`src/rtl/jtframe_lfbuf_ctrl_pkg.sv`:
```
// Shared types for the line frame buffer external-memory sequencer.
// State encoding and the decoded per-state strobes.
package jtframe_lfbuf_ctrl_pkg;

  typedef enum logic [2:0] {
    ST_IDLE    = 3'd0,
    ST_WR_RD   = 3'd1,
    ST_WR_REQ  = 3'd2,
    ST_WR_CLR  = 3'd3,
    ST_RD_REQ  = 3'd4,
    ST_RD_WR   = 3'd5
  } state_t;

  typedef struct packed {
    logic fb_clr;
    logic scr_we;
    logic ext_wr;
    logic ext_rd;
  } strobe_t;

endpackage

```
`src/rtl/jtframe_lfbuf_ctrl.sv`:
```
// Per-hblank sequencer: dumps the collected object line to external memory
// (clearing each word), then fetches the next display line from the other frame.
module jtframe_lfbuf_ctrl
  import jtframe_lfbuf_ctrl_pkg::*;
#(
  parameter int            VW   = 8,
  parameter int            HW   = 9,
  parameter logic [HW-1:0] HMAX = 9'd319
) (
  input  logic              clk,
  input  logic              rst,
  input  logic              lhbl,
  input  logic              lvbl,
  input  logic [VW-1:0]     vrender,
  input  logic              frame,
  input  logic [VW-1:0]     ln_v,
  input  logic [15:0]       fb_din,
  output logic [HW-1:0]     fb_addr,
  output logic              fb_clr,
  output logic              fb_done,
  output logic              line,
  output logic [HW-1:0]     rd_addr,
  output logic [15:0]       fb_dout,
  output logic              scr_we,
  output logic [HW+VW:0]    ext_addr,
  output logic [15:0]       ext_din,
  output logic              ext_wr,
  output logic              ext_rd,
  input  logic [15:0]       ext_dout,
  input  logic              ext_ack,
  output logic              lost
);

  state_t        state, state_nxt;
  strobe_t       stb;
  logic          lhbl_l;
  logic          hbl_fall;
  logic          last_wr;
  logic          last_rd;
  logic [VW-1:0] v_next;

  assign hbl_fall = lhbl_l & ~lhbl;
  assign last_wr  = fb_addr == HMAX;
  assign last_rd  = rd_addr == HMAX;
  // The fetched line is the one after the current render row, wrapping at VW bits
  assign v_next   = vrender + VW'(1);

  // NOTE: clocked state uses non-blocking assignments so every register samples
  // pre-edge values; blocking here would make results depend on statement order.
  always_ff @(posedge clk) begin
    if (rst) state <= ST_IDLE;
    else     state <= state_nxt;
  end

  // NOTE: each always_comb assigns its outputs a default first, so no path
  // leaves a signal unassigned and no latch is inferred.
  always_comb begin
    state_nxt = state;
    case (state)
      ST_IDLE:   if (hbl_fall) state_nxt = ST_WR_RD;
      ST_WR_RD:  state_nxt = ST_WR_REQ;
      ST_WR_REQ: if (ext_ack) state_nxt = ST_WR_CLR;
      ST_WR_CLR: begin
        if (!last_wr)  state_nxt = ST_WR_RD;
        else if (lvbl) state_nxt = ST_RD_REQ;
        else           state_nxt = ST_IDLE;
      end
      ST_RD_REQ: if (ext_ack) state_nxt = ST_RD_WR;
      ST_RD_WR:  state_nxt = last_rd ? ST_IDLE : ST_RD_REQ;
      default:   state_nxt = ST_IDLE;
    endcase
  end

  // Request and strobe lines decode straight from state, so a reset drops
  // them on the very next cycle without waiting for an acknowledge.
  always_comb begin
    stb = '0;
    case (state)
      ST_WR_REQ: stb.ext_wr = 1'b1;
      ST_WR_CLR: stb.fb_clr = 1'b1;
      ST_RD_REQ: stb.ext_rd = 1'b1;
      ST_RD_WR:  stb.scr_we = 1'b1;
      default:   stb = '0;
    endcase
  end

  assign fb_clr = stb.fb_clr;
  assign scr_we = stb.scr_we;
  assign ext_wr = stb.ext_wr;
  assign ext_rd = stb.ext_rd;

  always_ff @(posedge clk) begin
    if (rst) begin
      lhbl_l   <= 1'b0;
      line     <= 1'b0;
      fb_addr  <= '0;
      rd_addr  <= '0;
      fb_dout  <= '0;
      ext_addr <= '0;
      ext_din  <= '0;
      fb_done  <= 1'b0;
      lost     <= 1'b0;
    end else begin
      lhbl_l  <= lhbl;
      fb_done <= state == ST_WR_CLR && last_wr;
      lost    <= hbl_fall && state != ST_IDLE;
      case (state)
        ST_IDLE: begin
          if (hbl_fall) begin
            line    <= ~line;
            fb_addr <= '0;
          end
        end
        ST_WR_RD: begin
          ext_din  <= fb_din;
          ext_addr <= {frame, ln_v, fb_addr};
        end
        ST_WR_CLR: begin
          if (!last_wr) begin
            fb_addr <= fb_addr + HW'(1);
          end else if (lvbl) begin
            rd_addr  <= '0;
            ext_addr <= {~frame, v_next, {HW{1'b0}}};
          end
        end
        ST_RD_REQ: begin
          if (ext_ack) fb_dout <= ext_dout;
        end
        ST_RD_WR: begin
          if (!last_rd) begin
            rd_addr  <= rd_addr + HW'(1);
            ext_addr <= {~frame, v_next, rd_addr + HW'(1)};
          end
        end
        default: ;
      endcase
    end
  end

endmodule

```
`config.mk`:
```
export PLATFORM = sky130hd
export DESIGN_NAME = jtframe_lfbuf_ctrl
export DESIGN_NICKNAME = d
export VERILOG_FILES = /design/src/rtl/jtframe_lfbuf_ctrl_pkg.sv /design/src/rtl/jtframe_lfbuf_ctrl.sv
export SDC_FILE = /design/constraint.sdc
export NUM_CORES = 1
export LEC_CHECK = 0
export ABC_CLOCK_PERIOD_IN_PS = 2200
export CAP_MARGIN = 30
export CELL_PAD_IN_SITES_DETAIL_PLACEMENT = 1
export CELL_PAD_IN_SITES_GLOBAL_PLACEMENT = 1
export CORE_AREA = 2 2 97 122
export DETAILED_ROUTE_END_ITERATION = 6
export DIE_AREA = 0 0 99 124
export PLACE_DENSITY_LB_ADDON = 0.1
export SLEW_MARGIN = 15
export SYNTH_ARGS = -nofsm -noshare
export SYNTH_HDL_FRONTEND = slang
export SYNTH_SLANG_ARGS = --single-unit
```
`constraint.sdc`:
```
create_clock -name clk -period 2.2 [get_ports clk]
set_input_delay 0.66 -clock clk [delete_from_list [all_inputs] [get_ports clk]]
set_output_delay 0.66 -clock clk [all_outputs]
set_load 0.005 [all_outputs]
```
---- Yosys cells after proc, flatten, opt, wreduce, memory -nomap -nowiden ----
Cells that the tools add are included.
word-level totals
  bits in registers ....................... 75
cells by class
  add/sub/neg operators ................... 3
  eq/ne operators ......................... 14
  muxes and demuxes ....................... 22
  bitwise operators ....................... 4
  reduce and logical (&&, ||, !) cells .... 13
operators by type and width
  operator               count
  $mux W18               3
  $pmux W18 S3           1
  $mux W9                5
  $pmux W9 S2            2
  $add A9 B1 Y9 const B  2
  $eq A9 B9 Y1 const B   2
  $mux W3                6
  $pmux W3 S6            1
  $ne A2 B2 Y1 const B   7
  $add A8 B1 Y8 const B  1
  $reduce_and A4 Y1      2
  $eq A3 B2 Y1 const B   2
  $eq A3 B3 Y1 const B   2
  $reduce_and A3 Y1      2
  $reduce_bool A3 Y1     2
  $mux W1                4
  $reduce_and A2 Y1      2
  $reduce_bool A2 Y1     2
  $eq A3 B1 Y1 const B   1
  $logic_not A3 Y1       1
  $not A1 Y1             3
  $logic_and A1 B1 Y1    2
  $and A1 B1 Y1          1

---- Logic depth before layout (Yosys ltp) ----
Gate-level depths: netlist of run 1.
  word-level depth ........................ 4
  depth in mapped cells ................... 7
  mapped depth without buffers ............ 5

---- Worst setup path after synthesis of run 1 ----
No wires, ideal clock.
  path kind ............................... flip-flop to flip-flop
  from .................................... register fb_addr[0]
  to ...................................... register rd_addr[0]
  data arrival time ....................... 1751 ps
  required time ........................... 2079 ps
  path slack .............................. 328 ps
  cell stages (with the launch flop) ...... 6
  cells stage by stage .................... dfxtp_1 > ha_1 > nand2_1 > o41ai_4 > nand3_4 > mux2_4
on the way
  cells in the longest elaborated chain, start to end .. 3
ends and longest elaborated chain
  item                                line                       RTL
  from (decl)                         jtframe_lfbuf_ctrl.sv:18   output logic [HW-1:0] fb_addr,
  from (signal assigned)              jtframe_lfbuf_ctrl.sv:120  fb_addr <= fb_addr + HW'(1);
  $eq A9 B9 Y1                        jtframe_lfbuf_ctrl.sv:43   assign last_wr = fb_addr == HMAX;
  $ne A2 B2 Y1 (no source line)       -
  $reduce_and A4 Y1 (no source line)  -
  to (signal assigned)                jtframe_lfbuf_ctrl.sv:131  rd_addr <= rd_addr + HW'(1);
  to (decl)                           jtframe_lfbuf_ctrl.sv:22   output logic [HW-1:0] rd_addr,
No other way between the ends.
A chain may end at the register's enable or synchronous reset.

---- Worst setup path after layout of run 1 ----
  from .................................... input lvbl
  to ...................................... register ext_addr[6]
on the way
  cells in the longest elaborated chain, start to end .. 2
ends and longest elaborated chain
  item                                line                       RTL
  from (decl)                         jtframe_lfbuf_ctrl.sv:13   input logic lvbl,
  $ne A2 B2 Y1 (no source line)       -
  $reduce_and A4 Y1 (no source line)  -
  to (signal assigned)                jtframe_lfbuf_ctrl.sv:116  ext_addr <= {frame, ln_v, fb_addr};
  to (signal assigned)                jtframe_lfbuf_ctrl.sv:123  ext_addr <= {~frame, v_next, {HW{1'b0}}};
  to (signal assigned)                jtframe_lfbuf_ctrl.sv:132  ext_addr <= {~frame, v_next, rd_addr + HW'(1)};
  to (decl)                           jtframe_lfbuf_ctrl.sv:25   output logic [HW+VW:0] ext_addr,
No other way between the ends.

==> impl_metrics.env, run 1 <==
export IMPL_status="complete, no violations"
export IMPL_synth_cell_types=61
export IMPL_synth_flop_cell="dfxtp_1"
export IMPL_synthesis_nets=472
export IMPL_worstPathArrival_ns=2.33
export IMPL_finalCriticalPeriod_ns=2.15
export IMPL_cts_tree="yes"
export IMPL_fp_dieW_um=99
export IMPL_dpl_cell_area_um2=5160
export IMPL_startpoint_type="primary input"
export IMPL_ys_top_cells_by_area="dfxtp_1 43%, nand2_1 10%, a21oi_1 7.9%, mux2i_1 3.7%, a211oi_1 2.4%"
export IMPL_cts_root_buf="clkbuf_16"
export IMPL_grt_usage_pct=20.2
export IMPL_tightestPinTransition_ns=0.689
export IMPL_end_kind="flip-flop"
export IMPL_slew_limit_headroom_pct=54.1
export IMPL_synthesis_instances=415
export IMPL_fin_nets=627
export IMPL_postLayoutCellArea_um2=5540
export IMPL_yosys_area_top_type="dfxtp_1"
export IMPL_yosys_top_cells_count="97 x nand2_1, 75 x dfxtp_1, 55 x a21oi_1"
export IMPL_worst_path_max_fanout=12
export IMPL_io_pins=129
export IMPL_layout_setup_ws_ns=0.0528
export IMPL_async_reset_ff_share_pct=0
export IMPL_synth_edf_count=0
export IMPL_criticalPathCategory="primary input to flip-flop"
export IMPL_totalWireLength_mm=12.1
export IMPL_power_density_nw_per_um2=628
export IMPL_grt_remaining_overflow=0
export IMPL_h_tree_depth=3
export IMPL_seqPwrFrac_pct=41.0
export IMPL_port_buffers=128
export IMPL_hold_ws_ns=0.451
export IMPL_post_cts_buffers=0
export IMPL_ir_drop_mv=0.380
export IMPL_cts_sinks=75
export IMPL_grt_pass1_vias=3859
export IMPL_gp_congestion=0.827
export IMPL_dp_slack_ns=-0.265
export IMPL_synth_top_cell_area_share_pct=42.9
export IMPL_dieArea_um2=12300
export IMPL_routed_via_density=5.20
export IMPL_grt_max_degree=28
export IMPL_drt_pass1_iter_count=4
export IMPL_p_sw_share_pct=21.9
export IMPL_clkTransAtPathRegs_ns=0.06
export IMPL_antennaDiodeCount=0
export IMPL_cts_buffers=9
export IMPL_wl_per_cell_um=17.0
export IMPL_syn_area_per_cell_um2=8.43
export IMPL_dp_hpwl_mm=8.89
export IMPL_grt_pass1_wl_mm=19.6
export IMPL_rows=43
export IMPL_combinationalPowerShare_pct=11.2
export IMPL_ys_seq_elements=75
export IMPL_grt_setup_unrepaired="no"
export IMPL_drive_above_1_share_pct=13.6
export IMPL_ys_seq_area_share_pct=42.9
export IMPL_syn_area_um2=3500
export IMPL_fp_coreArea_um2=11000
export IMPL_insertion_delay_ns=0.34
export IMPL_slew_viol_final=0
export IMPL_final_cells=710
export IMPL_clock_power_share_pct=47.8
export IMPL_start_util_pct=31.7
export IMPL_hold_path_class="flip-flop to flip-flop"
export IMPL_leakagePower_uw=0.00207
export IMPL_drcViolationCount=0
export IMPL_grt_antenna_before_repair=0
export IMPL_p_int_uw=2710
export IMPL_final_util_pct=50.2
export IMPL_cts_buffer_depth=2
export IMPL_area_growth_pct=58.3
export IMPL_place_inst=694
export IMPL_finalHoldViolCount=0
export IMPL_fp_dieH_um=124
export IMPL_maxCapViolCount=0
export IMPL_max_freq_mhz=466
export IMPL_ant_nets=0
export IMPL_power_switching_uw=763
export IMPL_crit_required_ns=2.39
export IMPL_drt_iter0_drc=151
export IMPL_ys_warn_count=0
export IMPL_synth_most_common_cell="nand2_1"
export IMPL_period_share_pct=97.6
export IMPL_via_count=3695
export IMPL_finalSetupViolations=0
export IMPL_fin_skew_ns=0.0102
==> metrics by stage <==
stage | setup TNS (ns) | total power (µW)
2_1_floorplan | 0 | 1610
3_3_place_gp | -4.78 | 1840
3_5_place_dp | -5.09 | 1850
4_1_cts | 0 | 3520
5_1_grt | 0 | 3620
6_report | 0 | 3480
==> kinds of logic (layout without fill, tap and decap cells) <==
kind of cell	after synthesis	count (layout)	share of synthesized area (%)
xor+xnor	7	7	1.75
simple gates	167	167	22.9
fa+ha+maj	3	3	1.07
buf+inv	32	192	4.08
mux	15	15	4.58
flops	75	75	42.9
compound gates	116	116	22.7
==> power groups by stage <==
stage / Clock, µW / Combinational, µW / Sequential (µW)
6_report: 1660 / 390 / 1430
5_1_grt: 1760 / 427 / 1430
4_1_cts: 1700 / 396 / 1430
3_5_place_dp: 0 / 392 / 1460
3_3_place_gp: 0 / 382 / 1450
2_1_floorplan: 0 / 153 / 1450
==> worst paths after layout <==
check,startpoint,to,slack (ns),cells past startpoint
worst max-delay path,lvbl,ext_addr[6],0.05,6
worst min-delay path,fb_dout[10],fb_dout[10],0.45,2
worst max register to register,fb_addr[0],ext_addr[6],0.27,6
worst min register to register,fb_dout[10],fb_dout[10],0.45,2
==> registers in the layout, indices dropped and copies added (netlist names) <==
name,count
fb_addr,9
fb_done,1
state,3
rd_addr,9
line,1
ext_din,16
fb_dout,16
lost,1
ext_addr,18
lhbl_l,1
==> metal layers <==
layer	up-vias	track usage, %	part of all wire [%]
met5	-	0	0
met4	0	7.71	2.1
met3	12	6.06	6.1
met2	117	34.8	50
met1	1761	23.6	42
li1	1805	-	-
==> final cells by class <==
| class | instances | area (µm²) |
|---|---|---|
| clock inverters | 3 | 68.8 |
| clock buffers | 13 | 270 |
| fillers | 1281 | 5490 |
| multi-input cells | 308 | 1870 |
| inverters | 8 | 30.0 |
| flip-flops and latches | 75 | 1510 |
| well taps | 135 | 169 |
| repair buffers | 168 | 1610 |
==> what timing repair did <==
| action | 4_1_cts | 5_1_grt |
|---|---|---|
| hold buffers | 0 | 0 |
| setup endpoints to repair | 4 | 4 |
| cloned | 0 | 0 |
| gates resized for setup | 7 | 6 |
==> critical path: stages <==
cell,delay (ns)
clkdlybuf4s50_1,0.52
inv_1,0.10
o41a_1,0.54
nor3_4,0.26
buf_12,0.16
a311oi_2,0.09
==> cell usage in the layout (no fill, tap or decap), types with 4 or more instances in the layout <==
cell type          n
clkdlybuf4s50_1  123
nand2_1           97
dfxtp_1           72
a21oi_1           55
buf_4             38
nand3_1           14
mux2i_1           13
a211oi_1          11
nor3_1            10
clkbuf_16          9
nor2_1             8
inv_1              7
o21ai_0            7
nand2b_1           6
o31ai_1            5
xor2_1             5
o21a_1             4
nand4_1            4
dlymetal6s2s_1     4
Note: power is estimated with default switching activity, not from simulation.
==> inputs of run 2 (changes only) <==
--- a/config.mk
+++ b/config.mk
@@ -10,6 +10,7 @@
 export CELL_PAD_IN_SITES_DETAIL_PLACEMENT = 1
 export CELL_PAD_IN_SITES_GLOBAL_PLACEMENT = 1
 export CORE_AREA = 2 2 97 122
+export CTS_CLUSTER_DIAMETER = 120
 export DETAILED_ROUTE_END_ITERATION = 6
 export DIE_AREA = 0 0 99 124
 export PLACE_DENSITY_LB_ADDON = 0.1
==> results of run 2 <==
Final layout, timing and power as in run 1 (identical DEF).
==> inputs of run 3 (changes only) <==
--- a/config.mk
+++ b/config.mk
@@ -9,10 +9,10 @@
 export CAP_MARGIN = 30
 export CELL_PAD_IN_SITES_DETAIL_PLACEMENT = 1
 export CELL_PAD_IN_SITES_GLOBAL_PLACEMENT = 1
-export CORE_AREA = 2 2 97 122
+export CORE_AREA = 5 5 112 141
 export CTS_CLUSTER_DIAMETER = 120
 export DETAILED_ROUTE_END_ITERATION = 6
-export DIE_AREA = 0 0 99 124
+export DIE_AREA = 0 0 117 146
 export PLACE_DENSITY_LB_ADDON = 0.1
 export SLEW_MARGIN = 15
 export SYNTH_ARGS = -nofsm -noshare
==> run 3 against run 2 <==
Effect of this change: critical path depth down 5; routed wire length is 9.2% higher; sequential share of layout area shrank 0.56 points; largest cell class unchanged.
==> impl_metrics.env, run 3 (same netlist as run 1, synthesis figures left out) <==
export IMPL_regMostFlops="ext_addr"
export IMPL_h_tree_depth=3
export IMPL_worstHoldStart="fb_dout[3]"
export IMPL_grt_usage_pct=15.6
export IMPL_criticalPathCategory="flip-flop to primary output"
export IMPL_whs_endpoint="fb_dout[3]"
export IMPL_cts_root_buf="clkbuf_16"
export IMPL_finalCriticalPeriod_ns=2.11
export IMPL_max_freq_mhz=475
export IMPL_startpoint_type="flip-flop"
export IMPL_hold_ws_ns=0.455
export IMPL_fp_dieW_um=117
export IMPL_drt_iter0_drc=165
export IMPL_worst_path_max_fanout=8
export IMPL_wl_per_cell_um=17.3
export IMPL_finalHoldViolCount=0
export IMPL_grt_remaining_overflow=0
export IMPL_fin_nets=634
export IMPL_cts_buffer_depth=2
export IMPL_worstPathArrival_ns=1.45
export IMPL_ir_drop_mv=0.334
export IMPL_totalWireLength_mm=13.2
export IMPL_ant_nets=0
export IMPL_drive_above_1_share_pct=14.6
export IMPL_timing_rr_start="fb_addr[0]"
export IMPL_finalSetupViolations=0
export IMPL_layout_commonest_cell="clkdlybuf4s50_1"
export IMPL_slew_viol_final=0
export IMPL_dieArea_um2=17100
export IMPL_grt_pass1_vias=3953
export IMPL_grt_pass1_wl_mm=21.1
export IMPL_power_density_nw_per_um2=621
export IMPL_drcViolationCount=0
export IMPL_reg_top3="ext_addr x18, ext_din x16, fb_dout x16"
export IMPL_hold_path_class="flip-flop to flip-flop"
export IMPL_crit_path_max_incr_delay_ns=0.58
export IMPL_dp_slack_ns=-0.306
export IMPL_via_count=3669
export IMPL_end_kind="primary output"
export IMPL_gp_congestion=0.810
export IMPL_slowest_stage="clkdlybuf4s50_1"
export IMPL_grt_antenna_before_repair=0
export IMPL_insertion_delay_ns=0.33
export IMPL_tightestPinTransition_ns=0.739
export IMPL_cts_tree="yes"
export IMPL_grt_setup_unrepaired="no"
export IMPL_slew_limit_headroom_pct=50.7
export IMPL_r2r_cells=6
export IMPL_routed_via_density=4.83
export IMPL_largest_reg_flops=18
export IMPL_reg2reg_to="rd_addr[1]"
export IMPL_io_pins=129
export IMPL_hold_buffers=0
export IMPL_port_buffers=128
export IMPL_fp_coreArea_um2=14200
export IMPL_maxCapViolCount=0
export IMPL_grt_max_degree=26
export IMPL_leakagePower_uw=0.00211
export IMPL_final_cell_mix="122 x clkdlybuf4s50_1, 97 x nand2_1, 72 x dfxtp_1"
export IMPL_hold_depth=2
export IMPL_crit_buf_inv=1
export IMPL_rows=49
export IMPL_critical_path_top_delay_family="buffers and inverters"
export IMPL_rrSetupSlack_ns=0.26
export IMPL_clkTransAtPathRegs_ns=0.06
export IMPL_period_share_pct=95.7
export IMPL_start_util_pct=24.6
export IMPL_area_growth_pct=61.4
export IMPL_fin_skew_ns=0.00534
export IMPL_cts_buffers=9
export IMPL_cts_sinks=75
export IMPL_status="complete, no violations"
export IMPL_drt_pass1_iter_count=4
export IMPL_crit_required_ns=1.54
export IMPL_crit_chain="clkdlybuf4s50_1"
export IMPL_fp_dieH_um=146
export IMPL_layout_setup_ws_ns=0.0949
export IMPL_dp_hpwl_mm=10.1
export IMPL_antennaDiodeCount=0
export IMPL_fillerInstances=1699
[run 3: cell count changes in the layout (fill, tap and decap cells not counted)]
cell / previous run / this run
buf_4: 38 / 45
clkdlybuf4s50_1: 123 / 122
dfxtp_2: 0 / 1
dfxtp_4: 3 / 2
dlymetal6s2s_1: 4 / 5
[run 3: layout make-up]
class	count	area [µm²]	share of cell area (%)
multi-input combinational	308	1870	33.2
timing repair buffer	175	1670	29.5
sequential	75	1510	26.8
clock buffer	13	270	4.79
tap	178	223	3.95
clock inverter	3	68.8	1.22
inverter	8	30.0	0.532
[run 3: repair_timing]
action	in CTS	in global routing
pin swaps	0	1
gates resized for setup	5	8
setup endpoints to repair	4	9
endpoints found under the hold margin	0	0
buffers inserted	0	0
[run 3: worst max path at each step]
| stage | startpoint | end | depth (start not counted) |
|---|---|---|---|
| 2_1_floorplan | fb_addr[0] | rd_addr[0] | 5 |
| 3_3_place_gp | lvbl | ext_addr[14] | 8 |
| 3_5_place_dp | lvbl | ext_addr[13] | 8 |
| 4_1_cts | state[0] | fb_clr | 3 |
| 5_1_grt | rd_addr[2] | rd_addr[2] | 1 |
| 6_report | rd_addr[2] | rd_addr[2] | 1 |
[run 3: routing by layer]
layer	vias to the layer above	wire (µm)	GRT usage (%)
li1	1812	-	-
met1	1742	5440	18.2
met2	105	6540	27.3
met3	10	1050	5.12
met4	0	148	3.61
met5	-	0	0
[run 3: per-stage QoR]
| stage | TNS, ns | total power (µW) | cell area [µm²] | cells | util (%) |
|---|---|---|---|---|---|
| floorplan | 0 | 1610 | 3500 | 415 | - |
| global placement | -5.94 | 1850 | 5270 | 744 | 37.0 |
| detailed placement | -7.01 | 1860 | 5270 | 744 | 37.0 |
| CTS | 0 | 3560 | 5620 | 760 | 39.5 |
| global route | 0 | 3650 | 5640 | 760 | 39.7 |
| finish | 0 | 3500 | 5640 | 760 | 39.7 |
[run 3: report_power, final]
part	switching (µW)	internal, µW	total [µW]
Sequential	28.1	1400	1430
Clock	585	1090	1670
Combinational	166	235	401
Total	779	2720	3500
